==> src/rtl/parity_pipe_if.sv <==
// parity_pipe_if: in/out valid-ready streams of the parity pipe.
// slave = the pipe itself, master = the producer/consumer side.
`timescale 1ns/1ps
interface parity_pipe_if #(
    parameter int DATA_W = 32,
    parameter int LANE_W = 8
);
    localparam int LANES = DATA_W / LANE_W;

    logic              in_valid;
    logic              in_ready;
    logic [DATA_W-1:0] in_data;
    logic              in_check;
    logic [LANES-1:0]  in_par;

    logic              out_valid;
    logic              out_ready;
    logic [DATA_W-1:0] out_data;
    logic [LANES-1:0]  out_par;
    logic              out_word_par;
    logic              out_err;

    modport slave (
        input  in_valid, in_data, in_check, in_par, out_ready,
        output in_ready, out_valid, out_data, out_par,
        output out_word_par, out_err
    );

    modport master (
        output in_valid, in_data, in_check, in_par, out_ready,
        input  in_ready, out_valid, out_data, out_par,
        input  out_word_par, out_err
    );
endinterface

==> src/rtl/parity_pipe.sv <==
// parity_pipe: per-lane parity generate/check behind a 2-entry skid buffer.
// Define PARITY_ERR_CNT_EN to build the saturating error counter.
`timescale 1ns/1ps
module parity_pipe #(
    parameter int DATA_W = 32,
    parameter int LANE_W = 8,
    parameter int ODD    = 0,
    localparam int LANES = DATA_W / LANE_W
) (
    input  logic        clk_i,
    input  logic        rst_i,
    input  logic        clear_i,
    parity_pipe_if.slave bus,
    output logic        err_sticky_o,
    output logic [15:0] err_count_o
);
    typedef enum logic [1:0] {EMPTY, ONE, TWO} state_t;

    localparam logic ODD_B = (ODD != 0);

    state_t            state_q;
    logic              rdy_q;
    logic              vld_q;
    logic [DATA_W-1:0] hd_data_q, sk_data_q;
    logic [LANES-1:0]  hd_par_q, sk_par_q;
    logic              hd_wpar_q, sk_wpar_q;
    logic              hd_err_q, sk_err_q;
    logic              sticky_q, sticky_d;

    logic [LANES-1:0]  par_d;
    logic              wpar_d;
    logic              err_d;
    logic              acc;
    logic              dlv;

    // Reset forces both handshakes low while it is held.
    assign bus.in_ready     = rdy_q & ~rst_i;
    assign bus.out_valid    = vld_q & ~rst_i;
    assign bus.out_data     = hd_data_q;
    assign bus.out_par      = hd_par_q;
    assign bus.out_word_par = hd_wpar_q;
    assign bus.out_err      = hd_err_q;
    assign err_sticky_o     = sticky_q;

    assign acc = bus.in_valid & bus.in_ready;
    assign dlv = bus.out_valid & bus.out_ready;

    // Parity and error status of the word being offered.
    always_comb begin
        par_d = '0;
        for (int i = 0; i < LANES; i++) begin
            par_d[i] = (^bus.in_data[i*LANE_W +: LANE_W]) ^ ODD_B;
        end
        wpar_d = (^bus.in_data) ^ ODD_B;
        err_d  = bus.in_check & (par_d != bus.in_par);
    end

    // A delivery that carries an error wins over a same-cycle clear.
    always_comb begin
        sticky_d = clear_i ? 1'b0 : sticky_q;
        if (dlv && hd_err_q) sticky_d = 1'b1;
    end

    // Skid-buffer FSM; ready/valid are registered decodes of the next state.
    always_ff @(posedge clk_i) begin
        if (rst_i) begin
            state_q   <= EMPTY;
            rdy_q     <= 1'b1;
            vld_q     <= 1'b0;
            hd_data_q <= '0;
            hd_par_q  <= '0;
            hd_wpar_q <= 1'b0;
            hd_err_q  <= 1'b0;
            sk_data_q <= '0;
            sk_par_q  <= '0;
            sk_wpar_q <= 1'b0;
            sk_err_q  <= 1'b0;
            sticky_q  <= 1'b0;
        end else begin
            sticky_q <= sticky_d;
            unique case (state_q)
                EMPTY: begin
                    if (acc) begin
                        hd_data_q <= bus.in_data;
                        hd_par_q  <= par_d;
                        hd_wpar_q <= wpar_d;
                        hd_err_q  <= err_d;
                        state_q   <= ONE;
                        vld_q     <= 1'b1;
                    end
                end
                ONE: begin
                    if (acc && !dlv) begin
                        sk_data_q <= bus.in_data;
                        sk_par_q  <= par_d;
                        sk_wpar_q <= wpar_d;
                        sk_err_q  <= err_d;
                        state_q   <= TWO;
                        rdy_q     <= 1'b0;
                    end else if (acc && dlv) begin
                        hd_data_q <= bus.in_data;
                        hd_par_q  <= par_d;
                        hd_wpar_q <= wpar_d;
                        hd_err_q  <= err_d;
                    end else if (dlv) begin
                        state_q <= EMPTY;
                        vld_q   <= 1'b0;
                    end
                end
                TWO: begin
                    if (dlv) begin
                        hd_data_q <= sk_data_q;
                        hd_par_q  <= sk_par_q;
                        hd_wpar_q <= sk_wpar_q;
                        hd_err_q  <= sk_err_q;
                        state_q   <= ONE;
                        rdy_q     <= 1'b1;
                    end
                end
                default: begin
                    state_q <= EMPTY;
                    rdy_q   <= 1'b1;
                    vld_q   <= 1'b0;
                end
            endcase
        end
    end

`ifdef PARITY_ERR_CNT_EN
    logic [15:0] cnt_q, cnt_d;

    // Saturating count; an errored delivery during clear leaves it at 1.
    always_comb begin
        cnt_d = clear_i ? 16'd0 : cnt_q;
        if (dlv && hd_err_q) begin
            if (clear_i) begin
                cnt_d = 16'd1;
            end else if (cnt_q != 16'hFFFF) begin
                cnt_d = cnt_q + 16'd1;
            end
        end
    end

    // Error counter register.
    always_ff @(posedge clk_i) begin
        if (rst_i) cnt_q <= 16'd0;
        else       cnt_q <= cnt_d;
    end

    assign err_count_o = cnt_q;
`else
    assign err_count_o = 16'h0000;
`endif
endmodule
==> src/flat_wrapper.sv <==
// flat-port wrapper written by rule: the top's interface ports become plain ports
module parity_pipe_flat 
#(
    parameter int DATA_W = 32,
    parameter int LANE_W = 8,
    parameter int ODD    = 0,
    localparam int LANES = DATA_W / LANE_W
)
  (clk_i, rst_i, clear_i, err_sticky_o, err_count_o, bus_in_valid, bus_in_data, bus_in_check, bus_in_par, bus_out_ready, bus_in_ready, bus_out_valid, bus_out_data, bus_out_par, bus_out_word_par, bus_out_err);
  parity_pipe_if #(.DATA_W(DATA_W), .LANE_W(LANE_W)) bus_i ();
  input  logic clk_i;
  input  logic rst_i;
  input  logic clear_i;
  output logic err_sticky_o;
  output logic [15:0] err_count_o;
  input wire logic [$bits(bus_i.in_valid)-1:0] bus_in_valid;
  input wire logic [$bits(bus_i.in_data)-1:0] bus_in_data;
  input wire logic [$bits(bus_i.in_check)-1:0] bus_in_check;
  input wire logic [$bits(bus_i.in_par)-1:0] bus_in_par;
  input wire logic [$bits(bus_i.out_ready)-1:0] bus_out_ready;
  output wire logic [$bits(bus_i.in_ready)-1:0] bus_in_ready;
  output wire logic [$bits(bus_i.out_valid)-1:0] bus_out_valid;
  output wire logic [$bits(bus_i.out_data)-1:0] bus_out_data;
  output wire logic [$bits(bus_i.out_par)-1:0] bus_out_par;
  output wire logic [$bits(bus_i.out_word_par)-1:0] bus_out_word_par;
  output wire logic [$bits(bus_i.out_err)-1:0] bus_out_err;
  assign bus_i.in_valid = bus_in_valid;
  assign bus_i.in_data = bus_in_data;
  assign bus_i.in_check = bus_in_check;
  assign bus_i.in_par = bus_in_par;
  assign bus_i.out_ready = bus_out_ready;
  assign bus_in_ready = bus_i.in_ready;
  assign bus_out_valid = bus_i.out_valid;
  assign bus_out_data = bus_i.out_data;
  assign bus_out_par = bus_i.out_par;
  assign bus_out_word_par = bus_i.out_word_par;
  assign bus_out_err = bus_i.out_err;
  parity_pipe #(.DATA_W(DATA_W), .LANE_W(LANE_W), .ODD(ODD)) u_core (.clk_i(clk_i), .rst_i(rst_i), .clear_i(clear_i), .bus(bus_i), .err_sticky_o(err_sticky_o), .err_count_o(err_count_o));
endmodule
==> config.mk <==
export PLATFORM = sky130hd
export DESIGN_NAME = parity_pipe_flat
export DESIGN_NICKNAME = d
export VERILOG_FILES = /design/src/rtl/parity_pipe_if.sv /design/src/rtl/parity_pipe.sv /design/src/flat_wrapper.sv
export SDC_FILE = /design/constraint.sdc
export NUM_CORES = 1
export LEC_CHECK = 0
export CAP_MARGIN = 20
export CORE_MARGIN = 8
export CORE_UTILIZATION = 48
export CTS_CLUSTER_SIZE = 12
export DETAILED_ROUTE_END_ITERATION = 12
export HOLD_SLACK_MARGIN = 0.02
export PLACE_DENSITY = 0.79
export SYNTH_ARGS = -nofsm -noshare
export SYNTH_HDL_FRONTEND = slang
export SYNTH_SLANG_ARGS = --single-unit
==> constraint.sdc <==
create_clock -name clk_i -period 2.1 [get_ports clk_i]
set_clock_uncertainty 0.2 [all_clocks]
set_input_delay 0.42 -clock clk_i [delete_from_list [all_inputs] [get_ports clk_i]]
set_output_delay 0.42 -clock clk_i [all_outputs]
set_load 0.05 [all_outputs]
=== Yosys cells after proc, flatten, opt, wreduce, memory -nomap -nowiden ===
Index checks and enable logic that the tools add are counted.

* Divide/modulo/power cells: 0
* Order comparisons: 0
* Reductions and logical operators: 17
* Bitwise operators: 8
* Multiply operators: 0
* Mux-type cells: 36
* $add $sub $neg: 0
* Equal/unequal tests: 12
* Shift-type cells: 0

{| class="wikitable"
|+ Operator list
! cell !! number
|-
| 2-to-1 mux 32 bit || 4
|-
| one-hot mux 32 bit (3 select lines) || 1
|-
| XOR reduction 32 bit || 1
|-
| XOR reduction 8 bit || 4
|-
| 2-to-1 mux 1 bit || 16
|-
| 2-to-1 mux 4 bit || 4
|-
| one-hot mux 1 bit (3 select lines) || 4
|-
| one-hot mux 4 bit (3 select lines) || 1
|-
| 2-to-1 mux 2 bit || 5
|-
| inequality test 2 x 1 -> 1 bit, second input constant || 5
|-
| AND reduction 5 bit || 2
|-
| one-hot mux 2 bit (3 select lines) || 1
|-
| bitwise AND 1 bit || 5
|-
| inequality test 2 bit, second input constant || 2
|-
| inequality test 4 bit || 1
|-
| AND reduction 4 bit || 1
|-
| logical AND 1 bit || 3
|-
| inequality test 3 x 1 -> 1 bit, second input constant || 1
|-
| inequality test 3 x 2 -> 1 bit, second input constant || 1
|-
| NOT 1 bit || 3
|-
| AND reduction 3 bit || 1
|-
| nonzero test 3 bit || 1
|-
| equality test 2 x 1 -> 1 bit, second input constant || 1
|-
| equality test 2 bit, second input constant || 1
|-
| other kinds (4) || 4
|}

* Input port bits: 42
* Bits in latches: 0
* RAM bits: 0
* Memories kept: 0
* ROM bits: 0
* Register bits: 81
* Word-level logic and storage cells: 85
* Output and inout bits: 57

=== Logic depth before layout (Yosys ltp) ===
* Depth in word-level cells: 7
* Depth in mapped cells: 9
* Gate-level depth less buffers: 6

=== Least setup slack after synthesis ===
OpenSTA, ideal clock, no wires.

* Kind: in2reg
* Start point: input rst_i
* End point: register u_core.hd_data_q[0], in the netlist u_core.bus.out_data[0]
* Buffers on the path: 3
* Stages: 7
* Required time: 1.766 ns
* Setup slack: -0.337 ns
* Arrival time: 2.103 ns
* Library setup time: 0.134 ns
* Cells stage by stage: buf_4 -> nor2b_2 -> nand3b_1 -> o22ai_2 -> buf_2 -> buf_2 -> a211oi_1

* Elaborated cells on any way between the ends: 13
* Those cells by class: 4 x eq/ne; 5 x bitwise; 4 x reduce/logical

{| class="wikitable"
|+ RTL lines
! what !! line !! source
|-
| start, declared || flat_wrapper.sv:12 || <nowiki>input logic rst_i;</nowiki>
|-
| NOT 1 bit * || parity_pipe.sv:37 || <nowiki>assign bus.in_ready = rdy_q & ~rst_i;</nowiki>
|-
| bitwise AND 1 bit * || parity_pipe.sv:37 ||
|-
| via bus_in_ready || flat_wrapper.sv:21 || <nowiki>output wire logic [$bits(bus_i.in_ready)-1:0] bus_in_ready;</nowiki>
|-
| bitwise AND 1 bit * || parity_pipe.sv:45 || <nowiki>assign acc = bus.in_valid & bus.in_ready;</nowiki>
|-
| logical AND 1 bit, on equally long branches || parity_pipe.sv:93, parity_pipe.sv:100 ||
|-
| inequality test 2 bit (no source line) or inequality test 2 x 1 -> 1 bit (tied branches) || -- ||
|-
| AND reduction 5 bit (no source line) * || -- ||
|-
| end signal, assigned || parity_pipe.sv:84 || <nowiki>hd_data_q <= bus.in_data;</nowiki>
|-
| end signal, assigned || parity_pipe.sv:101 || <nowiki>hd_data_q <= bus.in_data;</nowiki>
|-
| end signal, assigned || parity_pipe.sv:112 || <nowiki>hd_data_q <= sk_data_q;</nowiki>
|-
| end, declared || parity_pipe.sv:24 || <nowiki>logic [DATA_W-1:0] hd_data_q, sk_data_q;</nowiki>
|}

The timed path passes the listed nets; every way through them passes the cells marked *.
A chain may end at the register's enable or synchronous reset.

=== Final worst setup path ===
* Start point: input bus_in_valid
* End point: register u_core.hd_data_q[18], in the netlist u_core.bus.out_data[18]

* Longest elaborated chain between the ends: 4
* Elaborated cells on any way between the ends: 7
* Those cells by class: 3 x eq/ne; 1 x bitwise; 3 x reduce/logical

{| class="wikitable"
|+ RTL lines
! what !! line !! source
|-
| start, declared || flat_wrapper.sv:16 || <nowiki>input wire logic [$bits(bus_i.in_valid)-1:0] bus_in_valid;</nowiki>
|-
| bitwise AND 1 bit * || parity_pipe.sv:45 ||
|-
| logical AND 1 bit, on equally long branches || parity_pipe.sv:93, parity_pipe.sv:100 ||
|-
| inequality test 2 bit (no source line) or inequality test 2 x 1 -> 1 bit (tied branches) || -- ||
|-
| AND reduction 5 bit (no source line) * || -- ||
|}

Mark *: on every way between the ends. The rest lies on a longest branch, timed or not.

==> impl_metrics.tcl <==
set metrics [dict create \
    synth-seq-cells 81 \
    cpPeakStageDelay_ns 0.47 \
    vdd_drop_max_v 0.000547 \
    p_total_mw 4.68 \
    p_leak_nw 2.66 \
    drc 0 \
    cp.required_ns 2.14 \
    core_area_um2 7610 \
    grt_usage_pct 17.1 \
    regToRegSetupSlack_ns 0.11 \
    hold_path.class "input port to flip-flop" \
    fin_crit_sh_pct 95.3 \
    cp-end-kind "flip-flop" \
    r2r_start "u_core.state_q[1]$_SDFFE_PP0P_" \
    cp.arrival_ns 2.04 \
    grt_pass1_wl_um 15600 \
    grt_antenna_before_repair 2 \
    syn_area_per_cell_um2 8.64 \
    worstPathCellList "clkdlybuf4s50_1 -> and3b_1 -> a31oi_1 -> buf_4 -> o22ai_4 -> buf_12 -> clkbuf_16 -> nor2_1 -> a211oi_1" \
    dp.cells 634 \
    numCtsBuffers 9 \
    ys.flop_type "dfxtp_1" \
    clk_pin_slew_ns 0.08 \
    seq_area_frac_synth_pct 43.8 \
    setup_tns_ns 0 \
    die-area_um2 10800 \
    final.setup.worst_slack_ns 0.0989 \
    hold_viol 0 \
    overflow 0 \
    fin_crit_ns 2.00 \
    n_antenna_cell 0 \
    fin_area_um2 5410 \
    postCtsHoldBufs 0 \
    crit_slowest_cell "clkdlybuf4s50_1" \
    status "completed" \
    yosysWarnings 0 \
    h-tree-depth 3 \
    startpoint "bus_in_valid" \
    final-instance-count-excl-fill 654 \
    whs_ns 0.127 \
    slew_viol_final 0 \
    synth_edf_count 0 \
    drtIter0Drc 183 \
    post_drt_wl_per_cell_um 15.5 \
    via_per_inst 5.15 \
    syn_to_final_growth_pct 46.2 \
    placed_area_um2 4800 \
    maxCapViolCount 0 \
    cts_sinks 81 \
    cp_top_family "buffers and inverters" \
    grt_max_degree 79 \
    grt_setup_unrepaired "false" \
    globalplace.congestion 0.833 \
    synth_cell_type_count 37 \
    wl_um 10100 \
    num_rows 32 \
    finalNetCount 590 \
    start_util_pct 48.6 \
    die-width_um 104 \
    grt_pass1_vias 3316 \
    pre_cts_slack_ns -0.499 \
    syn_inst 428 \
    cts_tree "built" \
    utilization_pct 71.1 \
    post-dp-hpwl_um 6720 \
    die-height_um 104 \
    ant_nets 0 \
    insertion_delay_ns 0.35 \
    root_buffer "clkbuf_8" \
    first_pass_iters 5 \
    num_vias 3369 \
    async_flop_share_pct 0 \
    setup_viol 0 \
    power_density_nw_per_um2 864 \
    relSlewSlack_pct 45.1 \
    io_pins 99 \
    worst-slew-pin-transition_ns 0.823 \
    critical_path_peak_fanout 10 \
    crit_type "input port to flip-flop" \
    critPathBufInv 4 \
    hp-start "rst_i" \
    syn_area_um2 3700 \
    clock.fmax_mhz 500 \
    io_buffers 82 \
    crit_path_start_kind "input port" \
    ctsLongestPathBuffers 2 \
    drive_gt1_share_pct 26.8 \
]
Yosys cell counts, types with 2 or more instances:
master,number,area (um2)
dfxtp_1,81,1620
nand2_1,75,282
nor2_1,43,161
a21oi_1,40,200
a211oi_1,37,278
mux2i_1,32,320
xnor2_1,32,280
buf_4,17,128
buf_2,16,80.1
clkbuf_1,13,48.8
o211ai_1,4,30.0
xor2_1,4,35.0
inv_1,3,11.3
nand2b_1,3,18.8
nor3_1,3,15.0
a31oi_1,2,12.5
nor3b_1,2,15.0
o21ai_0,2,10.0
cells in the final DEF, fill, tap and decap left out, types with 4 or more instances in the layout:
cell type / count
nand2_1: 75
dfxtp_1: 81
xor2_1: 4
clkdlybuf4s50_1: 8
clkbuf_8: 10
a21oi_1: 40
xnor2_2: 26
a211oi_1: 37
o211ai_1: 4
mux2i_1: 32
nor2_1: 43
xnor2_1: 6
buf_12: 5
conb_1: 16
buf_4: 92
dlymetal6s2s_1: 32
logic make-up (layout without fill, tap and decap cells):
logic type	count (synthesis)	after routing	synth area share, %
AO/OA/AOI/OAI	94	94	16.7
XOR/XNOR	36	36	8.52
buffers and inverters	49	158	7.24
flip-flops	81	81	43.8
multiplexers	32	32	8.66
other	1	16	0.101
AND/OR/NAND/NOR	135	135	14.9
report_power, final:
group	leakage (nW)	internal [mW]	total (mW)	switching (mW)
clock network	0.122	0.816	1.37	0.558
logic	1.88	0.646	1.56	0.912
registers	0.661	1.66	1.74	0.0822
total	2.66	3.12	4.68	1.55
metal layers:
layer,vias up,track usage (%),part of all wire (%)
li1,1666,-,-
met1,1607,21.1,45
met2,80,27.6,49
met3,12,5.08,4.5
met4,4,6.10,0.94
met5,-,0,0.16
registers in the layout, indices dropped and copies added (netlist names):
register	count
u_core.state_q	2
u_core.bus.out_word_par	1
u_core.sk_wpar_q	1
u_core.bus.out_err	1
u_core.rdy_q	1
u_core.bus.out_data	32
u_core.sk_data_q	32
u_core.sk_par_q	4
u_core.vld_q	1
u_core.sk_err_q	1
u_core.bus.out_par	4
u_core.err_sticky_o	1
area by class of cell:
class | count | area, um2
clock inverters | 5 | 104
flip-flops and latches | 81 | 1620
multi-input cells | 313 | 2080
inverters | 3 | 11.3
well taps | 102 | 128
fillers | 573 | 2200
repair buffers | 140 | 1330
clock buffers | 10 | 138
worst paths after layout:
check,endpoint,cells after the start
hold / removal,u_core.err_sticky_o$_SDFFE_PP0P_,2
hold reg to reg,u_core.sk_data_q[1]$_SDFFE_PP0P_,2
setup reg to reg,u_core.bus.out_data[18]$_SDFFE_PP0P_,7
setup / recovery,u_core.bus.out_data[18]$_SDFFE_PP0P_,9
what timing repair did:
action | 4_1_cts | 5_1_grt
resized for setup | 5 | 56
setup endpoints to repair | 4 | 15
cloned | 0 | 2
pin swaps | 2 | 24
buffers inserted | 0 | 3
Note: power is estimated with default switching activity, not from simulation.
